`config.mk`:
```
export PLATFORM = sky130hd
export DESIGN_NAME = usr_top
export DESIGN_NICKNAME = d
export VERILOG_FILES = /design/src/rtl/usr_shift_sequencer_pkg.sv /design/src/rtl/usr_shift_reg.sv /design/src/rtl/usr_top.sv /design/src/rtl/usr_shift_sequencer.sv
export SDC_FILE = /design/constraint.sdc
export NUM_CORES = 1
export LEC_CHECK = 0
export ABC_AREA = 1
export ABC_CLOCK_PERIOD_IN_PS = 1050
export CAP_MARGIN = 30
export CORE_MARGIN = 5
export CORE_UTILIZATION = 47
export DETAILED_ROUTE_END_ITERATION = 8
export MAX_ROUTING_LAYER = met4
export PLACE_DENSITY_LB_ADDON = 0.15
export REMOVE_ABC_BUFFERS = 1
export SYNTH_ARGS = -nofsm -noshare
export SYNTH_HDL_FRONTEND = slang
export SYNTH_SLANG_ARGS = --single-unit
```
`constraint.sdc`:
```
create_clock -name clk -period 1.05 [get_ports clk]
set_clock_uncertainty 0.05 [all_clocks]
set_input_delay 0.315 -clock clk [delete_from_list [all_inputs] [get_ports clk]]
set_output_delay 0.315 -clock clk [all_outputs]
set_load 0.02 [all_outputs]
```
`src/rtl/usr_shift_sequencer_pkg.sv`:
```
// Shared definitions for the universal shift register and its command sequencer.
package usr_pkg;

    localparam logic [1:0] MODE_HOLD = 2'b00;
    localparam logic [1:0] MODE_SHR  = 2'b01;
    localparam logic [1:0] MODE_SHL  = 2'b10;
    localparam logic [1:0] MODE_LOAD = 2'b11;

    typedef enum logic [2:0] {
        S_IDLE,
        S_LOAD,
        S_SHIFT,
        S_CAPTURE,
        S_RESP
    } seq_state_e;

endpackage

```
`src/rtl/usr_shift_reg.sv`:
```
// Universal shift register: hold, shift right/left with zero fill, parallel load.
module usr_shift_reg
    import usr_pkg::*;
#(
    parameter int unsigned WIDTH = 4
) (
    input  logic             clk,
    input  logic             reset,
    input  logic [1:0]       mode,
    input  logic [WIDTH-1:0] d,
    output logic [WIDTH-1:0] q
);

    logic [WIDTH-1:0] q_q;

    always_ff @(posedge clk or posedge reset) begin
        if (reset) begin
            q_q <= '0;
        end else begin
            case (mode)
                MODE_SHR:  q_q <= {1'b0, q_q[WIDTH-1:1]};
                MODE_SHL:  q_q <= {q_q[WIDTH-2:0], 1'b0};
                MODE_LOAD: q_q <= d;
                default:   q_q <= q_q;
            endcase
        end
    end

    assign q = q_q;

endmodule

```
`src/rtl/usr_top.sv`:
```
// Sequencer plus universal shift register sharing clock and reset.
module usr_top #(
    parameter int unsigned WIDTH = 4,
    parameter int unsigned CNT_W = 3
) (
    input  logic             clk,
    input  logic             reset,
    input  logic             cmd_valid,
    output logic             cmd_ready,
    input  logic [WIDTH-1:0] cmd_data,
    input  logic             cmd_dir,
    input  logic [CNT_W-1:0] cmd_count,
    output logic             rsp_valid,
    input  logic             rsp_ready,
    output logic [WIDTH-1:0] rsp_data,
    output logic             busy
);

    logic [1:0]       mode;
    logic [WIDTH-1:0] d;
    logic [WIDTH-1:0] q;

    usr_shift_sequencer #(.WIDTH(WIDTH), .CNT_W(CNT_W)) u_seq (
        .clk       (clk),
        .reset     (reset),
        .cmd_valid (cmd_valid),
        .cmd_ready (cmd_ready),
        .cmd_data  (cmd_data),
        .cmd_dir   (cmd_dir),
        .cmd_count (cmd_count),
        .mode      (mode),
        .d         (d),
        .q         (q),
        .rsp_valid (rsp_valid),
        .rsp_ready (rsp_ready),
        .rsp_data  (rsp_data),
        .busy      (busy)
    );

    usr_shift_reg #(.WIDTH(WIDTH)) u_reg (
        .clk   (clk),
        .reset (reset),
        .mode  (mode),
        .d     (d),
        .q     (q)
    );

endmodule

```
`src/rtl/usr_shift_sequencer.sv`:
```
// Command sequencer driving a universal shift register through load, shift and capture,
// returning the final register value over a valid/ready response.
module usr_shift_sequencer
    import usr_pkg::*;
#(
    parameter int unsigned WIDTH = 4,
    parameter int unsigned CNT_W = 3
) (
    input  logic             clk,
    input  logic             reset,
    input  logic             cmd_valid,
    output logic             cmd_ready,
    input  logic [WIDTH-1:0] cmd_data,
    input  logic             cmd_dir,
    input  logic [CNT_W-1:0] cmd_count,
    output logic [1:0]       mode,
    output logic [WIDTH-1:0] d,
    input  logic [WIDTH-1:0] q,
    output logic             rsp_valid,
    input  logic             rsp_ready,
    output logic [WIDTH-1:0] rsp_data,
    output logic             busy
);

    seq_state_e       state_q;
    logic [1:0]       mode_q;
    logic [WIDTH-1:0] d_q;
    logic [WIDTH-1:0] rsp_data_q;
    logic             rsp_valid_q;
    logic             busy_q;
    logic             cmd_ready_q;
    logic             dir_q;
    logic [CNT_W-1:0] cnt_q;

    // Outputs are registered alongside the state, so each is set for the state being entered.
    always_ff @(posedge clk or posedge reset) begin
        if (reset) begin
            state_q     <= S_IDLE;
            mode_q      <= MODE_HOLD;
            d_q         <= '0;
            rsp_data_q  <= '0;
            rsp_valid_q <= 1'b0;
            busy_q      <= 1'b0;
            cmd_ready_q <= 1'b1;
            dir_q       <= 1'b0;
            cnt_q       <= '0;
        end else begin
            case (state_q)
                S_IDLE: begin
                    if (cmd_valid) begin
                        d_q         <= cmd_data;
                        dir_q       <= cmd_dir;
                        cnt_q       <= cmd_count;
                        mode_q      <= MODE_LOAD;
                        cmd_ready_q <= 1'b0;
                        busy_q      <= 1'b1;
                        state_q     <= S_LOAD;
                    end
                end
                S_LOAD: begin
                    if (cnt_q != '0) begin
                        mode_q  <= dir_q ? MODE_SHL : MODE_SHR;
                        state_q <= S_SHIFT;
                    end else begin
                        mode_q  <= MODE_HOLD;
                        state_q <= S_CAPTURE;
                    end
                end
                S_SHIFT: begin
                    cnt_q <= cnt_q - CNT_W'(1);
                    if (cnt_q == CNT_W'(1)) begin
                        mode_q  <= MODE_HOLD;
                        state_q <= S_CAPTURE;
                    end
                end
                S_CAPTURE: begin
                    rsp_data_q  <= q;
                    rsp_valid_q <= 1'b1;
                    state_q     <= S_RESP;
                end
                S_RESP: begin
                    if (rsp_ready) begin
                        rsp_valid_q <= 1'b0;
                        cmd_ready_q <= 1'b1;
                        busy_q      <= 1'b0;
                        state_q     <= S_IDLE;
                    end
                end
                default: begin
                    mode_q      <= MODE_HOLD;
                    rsp_valid_q <= 1'b0;
                    cmd_ready_q <= 1'b1;
                    busy_q      <= 1'b0;
                    state_q     <= S_IDLE;
                end
            endcase
        end
    end

    assign cmd_ready = cmd_ready_q;
    assign mode      = mode_q;
    assign d         = d_q;
    assign rsp_valid = rsp_valid_q;
    assign rsp_data  = rsp_data_q;
    assign busy      = busy_q;

endmodule

```
== Yosys cells after proc, flatten, opt, wreduce, memory -nomap -nowiden ==
Index checks and enable logic that the tools add are counted.
Word-level totals
  register bits after elaboration: 24
  output and inout port bits: 7
Operators by class
  add/subtract/negate cells: 1
  equality and inequality tests: 11
  muxes and demuxes: 20
  bitwise operators: 3
  reduce and logical (&&, ||, !) cells: 13
Operator list (number)
  3-bit case mux with 5 select lines: 1
  3-bit 2-to-1 mux: 4
  4-bit case mux with 3 select lines: 1
  1-bit case mux with 3 select lines: 3
  3-bit AND reduction: 3
  2-bit 2-to-1 mux: 4
  2-bit case mux with 4 select lines: 1
  3-bit by 1-bit == test with 1-bit output, second input constant: 2
  3-bit by 2-bit == test with 1-bit output, second input constant: 2
  3-bit case mux with 2 select lines: 1
  2-bit AND reduction: 3
  3-bit nonzero test: 2
  3-bit OR reduction: 2
  1-bit 2-to-1 mux: 5
  2-bit == test, second input constant: 2
  2-bit inequality test, second input constant: 2
  3-bit == test, second input constant: 1
  3-bit logical NOT: 1
  1-bit NOT: 3
  3-bit by 1-bit subtractor with 3-bit output, second input constant: 1
  2-bit by 1-bit == test with 1-bit output, second input constant: 1
  2-bit by 1-bit inequality test with 1-bit output, second input constant: 1
  2-bit nonzero test: 1
  2-bit OR reduction: 1

== Logic depth before layout (Yosys ltp) ==
Gate-level depths: netlist of the first run.
  depth after elaboration: 4
  depth in mapped cells: 8
  gate-level depth less buffers: 8

== Modules after synthesis ==
A second synthesis of the first run with hierarchy kept.
Unflattened totals
  cell total of the unflattened synthesis: 139
  area, all modules: 1218.7 µm²
Modules (own cells, without submodules)
  usr_shift_sequencer: instances 1, cells an instance 107, area an instance 989.7 µm², seq. area each 501.7 µm²
  usr_shift_reg: instances 1, cells an instance 32, area an instance 229.0 µm², seq. area each 100.1 µm²

== Least setup slack after synthesis of the first run ==
Ideal clock, no wire load.
  kind: reg-to-reg
  start point: reg u_seq.state_q[1]
  end point: reg u_seq.cnt_q[1]
  library setup time: 0.124 ns
  arrival: 0.936 ns
  setup slack: -0.061 ns
  cell stages (with the launch flop): 8
  path buffers: 1
  cell sequence: dfrtp_1 > buf_6 > nor2_4 > nand3_4 > nand2_2 > inv_1 > nand2_1 > nand3_1
Between the ends
  cells in the longest elaborated chain, start to end: 3
  elaborated cells on any way between the ends: 6
  those cells by class: eq/ne: 2; mux: 1; reduce/logical: 3
RTL lines
  from (decl): line usr_shift_sequencer.sv:25  | seq_state_e state_q;
  from (signal assigned): line usr_shift_sequencer.sv:38  | state_q <= S_IDLE;
  from (signal assigned): line usr_shift_sequencer.sv:57  | state_q <= S_LOAD;
  from (signal assigned): line usr_shift_sequencer.sv:63  | state_q <= S_SHIFT;
  3-bit by 2-bit == test with 1-bit output or 3-bit logical NOT (tied branches): line usr_shift_sequencer.sv:48  | case (state_q)
  2-bit nonzero test (no line) or 2-bit inequality test (tied branches)
  2-bit AND reduction (no line)
  to (signal assigned): line usr_shift_sequencer.sv:53  | cnt_q <= cmd_count;
  to (signal assigned): line usr_shift_sequencer.sv:70  | cnt_q <= cnt_q - CNT_W'(1);
  to (decl): line usr_shift_sequencer.sv:33  | logic [CNT_W-1:0] cnt_q;
Several ways; a longest one is shown, not always the timed one.
A chain may end at the register's enable or synchronous reset.

== Worst setup path in the final report of the first run ==
  start point: reg u_seq.cmd_ready_q (netlist: u_seq.cmd_ready)
  end point: out cmd_ready
RTL lines
  from (decl): line usr_shift_sequencer.sv:31  | logic cmd_ready_q;
  from (signal assigned): line usr_shift_sequencer.sv:44  | cmd_ready_q <= 1'b1;
  from (signal assigned): line usr_shift_sequencer.sv:55  | cmd_ready_q <= 1'b0;
  from (signal assigned): line usr_shift_sequencer.sv:84  | cmd_ready_q <= 1'b1;
  to (decl): line usr_top.sv:9  | output logic cmd_ready,
No word-level cell between the ends.

==> summary.txt, run 1 <==
Outcome -> finished, violations left
Failing checks -> setup timing
Ports -> 19
Register area -> 608.1 um2
Worst Setup Start Kind -> flop
Drt wl/cell -> 14.75 um
Initial DRC count -> 36
Slew at the pin closest to its max-slew limit -> 0.2755 ns
# fillers -> 143
Max Cap Viol -> 0
Initial antenna violation count -> 0
Multi-input gate area -> 747.0 um2
Core ar. -> 2455 um2
Clock buffer depth -> 2
CTS buffer count -> 3
DIE WIDTH -> 60.29 um
Pre-CTS setup slack -> -0.4207 ns
Distinct cell type count after synthesis -> 21
Layout area overhead -> 68.11%
Relative slew margins -> 0.8164
Leading area contributor after synthesis -> dfrtp_1
GRT Total Usage -> 0.1906
Mapped Area -> 1189 um2
Dpl hpwl -> 1815 um
Area of the die -> 3635 um2
Crit-path slowest cell -> dfstp_2
Final min period -> 1.364 ns
Count of final setup violators -> 28
Worst Setup SP -> u_seq.cmd_ready
Worst vdd ir -> 2179 uV
Vias post-DR -> 1153
RSZ-0062 raised after global routing -> true
Top cell family by delay on the critical path -> flip-flops
First-pass DRT Iterations -> 4
Clock Sinks -> 24
Final worst-path cycle share -> 1.299
Hold_ws -> 0.2445 ns
Row count -> 18
Total gr overflow -> 0
Placed cell count -> 203
Buffers & Inverters on Critical Path -> 1
Post-Route WL -> 3275 um
Global-route wire length before repair -> 4836 um
Critical Path AT -> 1.00 ns
Vias in the first global route -> 1076
Cts hold-fix bufs -> 0
TNS Setup -> -4.690 ns
Number of nets with antenna violations after routing -> 0
Die height -> 60.29 um
CTS tree -> built
Cells after synthesis -> 144
Final hold vios -> 0
Initial Utilization -> 0.4842
Max FO, Critical Path -> 2
Register area share after synthesis -> 0.5063
Worst-path clk slew -> 0.14 ns
Clk_lat worst skew -> 0.32 ns
Pin count of the biggest net entering global routing -> 25
Critical R2R Launch -> u_seq.state_q[1]
Layout Nets -> 208
Crit Path Class -> reg2out
Antenna cells -> 0
Drc violations -> 0
Share of cells above drive strength 1 -> 0.5469
Fmax -> 733.1 MHz
Seq cells post-synth -> 24
Placer congestion estimate -> 0.7956
CP required -> 0.68 ns
Avg Synthesized Cell Area -> 8.254 um2
Final std cells w/o fill -> 222
Buffers on Ports -> 18
H-tree lvl count -> 1
CTS root buffer -> clkbuf_4
Worst-path cell chain -> buf_6
Power Dens Cells -> 3351 nW/um2
Worst setup EP type -> primary output
Yosys Warn Count -> 0
Slew Limit Fails -> 0
Post-route setup slack -> -0.3140 ns
Via density -> 5.194
Hold/Removal Path Class -> in2async
Yosys top cell area share -> 0.4842
Static Leak -> 0.9320 nW
CP max stage delay -> 0.57 ns
Synth area leaders -> dfrtp_1 48%, nand2_1 14%, o21ai_0 7.6%
per-layer routing:
layer	share of wire	vias to the layer above	wire length, um	track usage
met5	0	-	0	-
met4	0.029	0	94	0.09177
met3	0.037	10	121	0.02592
met2	0.53	36	1743	0.3302
met1	0.40	549	1316	0.2135
li1	-	558	-	-
repair_timing:
item	in CTS	in global routing
setup buffers	8	7
endpoints found under the hold margin	0	0
setup endpoints to repair	29	31
pin swaps	15	16
resized for setup	105	39
gates cloned	1	0
logic make-up after synthesis:
kind of cell	share of synthesized area
buffers and inverters	0.08315
DFF	0.5063
and+or+nand+nor	0.2653
AOI/OAI and AO/OA	0.1063
adders and majority gates	0.03158
xor gates and xnor gates	0.007370
cells in the mapped netlist, drive strengths merged:
cell    number
o221ai       1
dfstp        1
inv         19
nor3         2
o21ai       18
ha           3
a21oi        4
nand2       46
xnor2        1
nor2         9
o211ai       1
or2          1
buf          3
dfrtp       23
nand3       12
path summary, 6_finish.rpt:
kind | endpoint | slack, ns | cells after the start
max reg2reg | u_seq.cnt_q[0] | -0.24 | 6
min | u_seq.rsp_data[2] | 0.24 | 3
max | cmd_ready | -0.31 | 1
min reg2reg | u_seq.cmd_ready | 0.46 | 2
max in group asynchronous | u_seq.cmd_ready | 0.48 | 3
min in group clk | u_seq.d[3] | 0.46 | 3
per-stage QoR:
| stage | instance area [um2] | utilization | total power [W] |
|---|---|---|---|
| after floorplan | 1161 | - | 0.003140 |
| after global placement | 1509 | 0.6147 | 0.004022 |
| after detailed placement | 1509 | 0.6147 | 0.004136 |
| after CTS | 1827 | 0.7441 | 0.005900 |
| after global routing | 1998 | 0.8140 | 0.007176 |
| final | 1998 | 0.8140 | 0.006696 |
report_power, final:
part           leakage (nW)  internal (W)  switching [W]
combinational         0.609       0.00200        0.00211
sequential            0.295       0.00138       0.000516
clock                0.0279      0.000386       0.000301
total                 0.932       0.00377        0.00292
final cells by class:
type	count	area share
Clock buffer	3	0.01127
Multi-Input combinational cell	98	0.3738
Clock inverter	1	0.01503
Inverter	19	0.03945
Sequential cell	24	0.3043
Tap cell	30	0.01879
Timing Repair Buffer	47	0.2373
flip-flops by register name, summed over array words and instances (netlist names):
signal and count:
u_seq.rsp_valid 1, u_seq.state_q 3, u_reg.q 4, u_seq.cnt_q 3, u_seq.dir_q 1, u_seq.busy 1, u_seq.mode 2, u_seq.cmd_ready 1
u_seq.d 4, u_seq.rsp_data 4
cell usage in the layout (no fill, tap or decap):
master	count
a21oi_2	3
nand2_2	15
buf_12	3
dfstp_2	1
buf_4	18
nor2_2	3
o21ai_2	3
o21ai_1	13
a21oi_4	1
nand3_4	4
nand3_1	4
or2_0	1
o221ai_2	1
o21ai_0	2
nand2_1	23
inv_4	1
inv_2	7
inv_1	10
nor3_2	1
dfrtp_2	5
nor3_4	1
clkdlybuf4s50_1	11
inv_6	1
nor2_4	2
nand3_2	4
clkbuf_4	3
o211ai_1	1
ha_4	3
xnor2_2	1
buf_6	15
nand2_4	8
dfrtp_1	18
bufinv_16	1
nor2_1	4
Power figures use the tool's default switching activity.
==> run 2, diff against run 1 <==
- ABC_CLOCK_PERIOD_IN_PS: 1050 -> 1700
- CAP_MARGIN: 30 -> 20
- CORE_UTILIZATION: 47 -> 56
- SKIP_CTS_REPAIR_TIMING: unset -> 1
- clock period: 1.05 -> 1.7 ns (I/O delays scaled with it)
==> run 2 against run 1 <==
The run now ends clean. Largest cell class is now sequential cells. Cell area fell by 27%. Largest power group unchanged. Critical endpoint unchanged. Utilization is 8.8 points lower. Total power is 59% lower. Die area down 14%. Critical path depth is the same. Worst hold slack improved by 0.20 ns. Non-clock buffer count down 27.
==> summary.txt, run 2 (synthesis results as in run 1) <==
Clock Sinks -> 24 (unchanged)
TNS Setup -> 0 ns (+4.690 ns)
Critical R2R Launch -> u_seq.state_q[0]
Clk_lat worst skew -> 0.31 ns (about the same)
Worst Setup SP -> u_seq.cmd_ready
Slew at the pin closest to its max-slew limit -> 0.3587 ns (+0.08327 ns)
Post-route setup slack -> 0.1048 ns (+0.4189 ns)
Worst reg-to-reg setup slack -> 0.36 ns (+0.60 ns)
# fillers -> 156 (+9.1%)
Global-route wire length before repair -> 4043 um (-16%)
Via density -> 5.141 (-1.0%)
Die height -> 56.07 um (-7.0%)
Static Leak -> 0.7966 nW (-15%)
Initial Utilization -> 0.5938 (+0.1096)
CP max stage delay -> 0.56 ns (about the same)
Power Dens Cells -> 1892 nW/um2 (-44%)
Antenna cells -> 0 (unchanged)
Count of final setup violators -> 0 (-100%)
Pre-CTS setup slack -> 0.01524 ns (+0.4360 ns)
Leading cell type in the layout, fill and taps excluded -> nand2_1
Reg2reg end -> u_seq.cnt_q[0]
Area of the die -> 3144 um2 (-14%)
Initial DRC count -> 25 (-31%)
Ports -> 19 (unchanged)
R2R depth -> 5 (-1)
CP required -> 1.14 ns (+0.46 ns)
Buffers on Ports -> 18 (unchanged)
Row count -> 16 (-2)
Grt peak-use layer -> met2
Drc violations -> 0 (unchanged)
Grt met1 use -> 0.2009 (-0.01263)
CTS buffer count -> 3 (unchanged)
Initial antenna violation count -> 0 (unchanged)
Worst Setup Start Kind -> flop
Core ar. -> 2002 um2 (-18%)
Layout area overhead -> 22.21%
Final min period -> 1.595 ns
CTS root buffer -> clkbuf_4
Final worst-path cycle share -> 0.9383
Buffers & Inverters on Critical Path -> 1 (unchanged)
Hold path cells -> 2
Vias in the first global route -> 995 (-7.5%)
Hold/Removal Path Class -> reg2reg
Top cell family by delay on the critical path -> flip-flops
Relative slew margins -> 0.7590 (-0.05735)
Max Cap Viol -> 0 (unchanged)
Worst-path clk slew -> 0.14 ns (about the same)
Worst vdd ir -> 1258 uV (-42%)
Met2 Usage GRT -> 0.2621 (-0.06814)
Crit Path Class -> reg2out
Total gr overflow -> 0 (unchanged)
Max FO, Critical Path -> 2 (unchanged)
Post-Route WL -> 2469 um (-25%)
Slew Limit Fails -> 0 (unchanged)
Placed Instance Area -> 1390 um2 (-7.9%)
Vias post-DR -> 987 (-14%)
Share of cells above drive strength 1 -> 0.09697 (-0.4499)
Number of nets with antenna violations after routing -> 0 (unchanged)
Worst hold start -> u_seq.d[0]
Worst setup EP type -> primary output
Final hold vios -> 0 (unchanged)
Layout Nets -> 181 (-13%)
Critical path depth -> 1 (unchanged)
Dpl hpwl -> 1709 um (-5.8%)
Pin count of the biggest net entering global routing -> 25 (unchanged)
RSZ-0062 raised after global routing -> false
H-tree lvl count -> 1 (unchanged)
Placer congestion estimate -> 0.8825 (+11%)
Met3 GRT Util -> 0.02552 (-0.0003959)
GRT Total Usage -> 0.1648 (-0.02575)
Post-route cell area -> 1453 um2 (-27%)
Power Total -> 0.002748 W (-59%)
Worst-path cell chain -> clkbuf_2
CTS tree -> built
Outcome -> finished clean
Critical Path AT -> 1.04 ns (+0.04 ns)
Clock buffer depth -> 2 (unchanged)
DIE WIDTH -> 56.07 um (-7.0%)
Fmax -> 626.9 MHz
Most frequent cells in the layout -> 45 x nand2_1, 23 x dfrtp_1, 18 x o21ai_0
Crit-path slowest cell -> dfstp_2
Hold endpoint -> u_seq.d[0]
First-pass DRT Iterations -> 4 (unchanged)
Drt wl/cell -> 12.86 um (-13%)
==> run 2: cell types whose count changed in the layout (fill, tap and decap cells not counted), sizes merged <==
cell          delta
dlymetal6s2s     +6
buf             -34
clkbuf           +1
==> run 2: metal layers <==
layer	up-vias	wire length, um
li1	504	-
met1	448	1154
met2	31	1210
met3	4	78
met4	0	25
met5	-	0
==> run 2: per-stage QoR <==
step                utilization  instances  hold slack [ns]
floorplan                     -        141           0.3936
global placement         0.6944        188           0.4137
detailed placement       0.6944        188           0.4132
CTS                      0.7206        192           0.4465
global route             0.7256        192           0.4871
finish                   0.7256        192           0.4424
==> run 2: how the worst max path moves through the flow <==
stage               slack [ns]            end
floorplan                 0.50  u_seq.mode[1]
finish                    0.10      cmd_ready
detailed placement        0.02  u_seq.mode[1]
CTS                      -0.35      cmd_ready
global placement          0.04      cmd_ready
global route              0.06      cmd_ready
==> run 2: area by class of cell <==
class / instances / area, um2 / share of cell area
clock buffer: 3 / 22.52 / 0.01550
clock inverter: 1 / 30.03 / 0.02067
inverter: 19 / 71.32 / 0.04910
multi-input combinational: 98 / 488.0 / 0.3359
sequential: 24 / 601.8 / 0.4143
tap: 27 / 33.78 / 0.02326
timing repair buffer: 20 / 205.2 / 0.1413
==> run 2: where the power goes <==
part	switching, W	total, W	internal (W)	leakage (nW)
clock network	0.000175	0.000414	0.000238	0.0279
registers	0.000231	0.00107	0.000841	0.301
logic	0.000777	0.00126	0.000485	0.467
==> run 3, diff against run 2 <==
- CORE_UTILIZATION: 56 -> 50
==> run 3 against run 2 <==
Clock power barely moved. First-iteration DRC count down 60%. Die area up 9.8%. Worst hold slack worse by 0.0042 ns. Total power fell by 1.6%. Critical path depth is the same. Combinational power about the same. Global-route usage is 1.2 points lower. Critical endpoint unchanged.
==> summary.txt, run 3 (synthesis results as in run 1) <==
Outcome -> finished clean
Worst reg-to-reg setup slack -> 0.42 ns (+0.06 ns)
Fmax -> 625.6 MHz (-0.20%)
Initial DRC count -> 10 (-60%)
Buffers on Ports -> 18 (unchanged)
Dpl hpwl -> 1588 um (-7.1%)
Worst hold start -> u_seq.d[0]
Global-route wire length before repair -> 3884 um (-3.9%)
Die height -> 58.76 um (+4.8%)
Final hold vios -> 0 (unchanged)
Layout area overhead -> 22.32% (about the same)
Slew at the pin closest to its max-slew limit -> 0.3329 ns (-0.02582 ns)
Drt wl/cell -> 11.13 um (-13%)
Hold_ws -> 0.4382 ns (-0.004187 ns)
Clock Sinks -> 24 (unchanged)
Row count -> 17 (+1)
Share of cells above drive strength 1 -> 0.09697 (unchanged)
R2R depth -> 7 (+2)
TNS Setup -> 0 ns (unchanged)
Drc violations -> 0 (unchanged)
Crit Path Class -> reg2out
Pin count of the biggest net entering global routing -> 25 (unchanged)
Layout Nets -> 181 (unchanged)
Vias post-DR -> 935 (-5.3%)
Worst-path clk slew -> 0.14 ns (about the same)
GRT Total Usage -> 0.1531 (-0.01172)
First-pass DRT Iterations -> 6 (+2)
Final worst-path cycle share -> 0.9403 (+0.001925)
Crit-path slowest cell -> dfstp_2
Worst-path cell chain -> clkbuf_2
Max Cap Viol -> 0 (unchanged)
Hold path cells -> 2 (unchanged)
CTS buffer count -> 3 (unchanged)
CTS root buffer -> clkbuf_4
CP max stage delay -> 0.56 ns (about the same)
Slew Limit Fails -> 0 (unchanged)
Initial antenna violation count -> 0 (unchanged)
Final min period -> 1.598 ns (+0.003272 ns)
Leading cell type in the layout, fill and taps excluded -> nand2_1
Antenna cells -> 0 (unchanged)
DIE WIDTH -> 58.76 um (+4.8%)
Core ar. -> 2233 um2 (+12%)
Area of the die -> 3452 um2 (+9.8%)
Relative slew margins -> 0.7764 (+0.01735)
Vias in the first global route -> 910 (-8.5%)
Worst vdd ir -> 1179 uV (-6.3%)
Clk_lat worst skew -> 0.32 ns (about the same)
CP required -> 1.14 ns (about the same)
Static Leak -> 0.7966 nW (unchanged)
Initial Utilization -> 0.5322 (-0.06154)
Number of nets with antenna violations after routing -> 0 (unchanged)
Via density -> 4.845 (-5.8%)
Hold endpoint -> u_seq.d[0]
Top cell family by delay on the critical path -> flip-flops
Post-layout util -> 0.6510 (-0.07464)
Worst Setup Start Kind -> flop
Ports -> 19 (unchanged)
Final std cells w/o fill -> 193 (+0.52%)
Clock buffer depth -> 2 (unchanged)
Post-Route WL -> 2149 um (-13%)
RSZ-0062 raised after global routing -> false
Reg2reg end -> u_seq.mode[0]
Hold/Removal Path Class -> reg2reg
Count of final setup violators -> 0 (unchanged)
Worst setup EP type -> primary output
Power Dens Cells -> 1860 nW/um2 (-1.7%)
Total gr overflow -> 0 (unchanged)
H-tree lvl count -> 1 (unchanged)
Most frequent cells in the layout -> 45 x nand2_1, 23 x dfrtp_1, 18 x o21ai_0
Critical R2R Launch -> u_seq.state_q[1]
Critical Path AT -> 1.04 ns (about the same)
Placer congestion estimate -> 0.8297 (-6.0%)
CTS tree -> built
Placed cell count -> 189 (+0.53%)
Buffers & Inverters on Critical Path -> 1 (unchanged)
Max FO, Critical Path -> 2 (unchanged)
## run 3: cell counts in the layout (fill, tap and decap cells not counted)
Identical to the previous run, type by type.
## run 3: layout make-up
class                   count  area (um2)
fillers                   200       779.5
multi-input cells          98       488.0
repair buffers             20       205.2
clock inverters             1       30.03
well taps                  28       35.03
clock buffers               3       22.52
flip-flops and latches     24       601.8
inverters                  19       71.32
## run 3: where the power goes
group,internal (W),total (W),switching (W)
Sequential,0.000841,0.00106,0.000216
Combinational,0.000486,0.00123,0.000746
Clock,0.000238,0.000415,0.000176
## run 3: worst max-delay path by stage
stage | start | endpoint | slack, ns | cells after the start
floorplan | u_seq.state_q[2] | u_seq.mode[1] | 0.50 | 7
global placement | u_seq.cmd_ready | cmd_ready | 0.04 | 1
finish | u_seq.cmd_ready | cmd_ready | 0.10 | 1
detailed placement | u_seq.cmd_ready | cmd_ready | 0.02 | 1
CTS | u_seq.cmd_ready | cmd_ready | -0.36 | 1
global route | u_seq.cmd_ready | cmd_ready | 0.04 | 1
## run 3: layer usage
layer  up-vias  wire (um)  global-route usage
met5         -          0                   -
met4         0         46             0.08738
met3         4        101             0.03289
met2        19        944              0.2240
met1       409       1056              0.1953
li1        503          -                   -
## run 3: stage by stage
stage / cell area, um2 / total power [W] / worst slack [ns]
floorplan: 1161 / 0.001940 / 0.4995
global placement: 1391 / 0.002287 / 0.03506
detailed placement: 1391 / 0.002335 / 0.02058
CTS: 1444 / 0.002752 / -0.3593
global route: 1454 / 0.002976 / 0.04247
finish: 1454 / 0.002704 / 0.1016
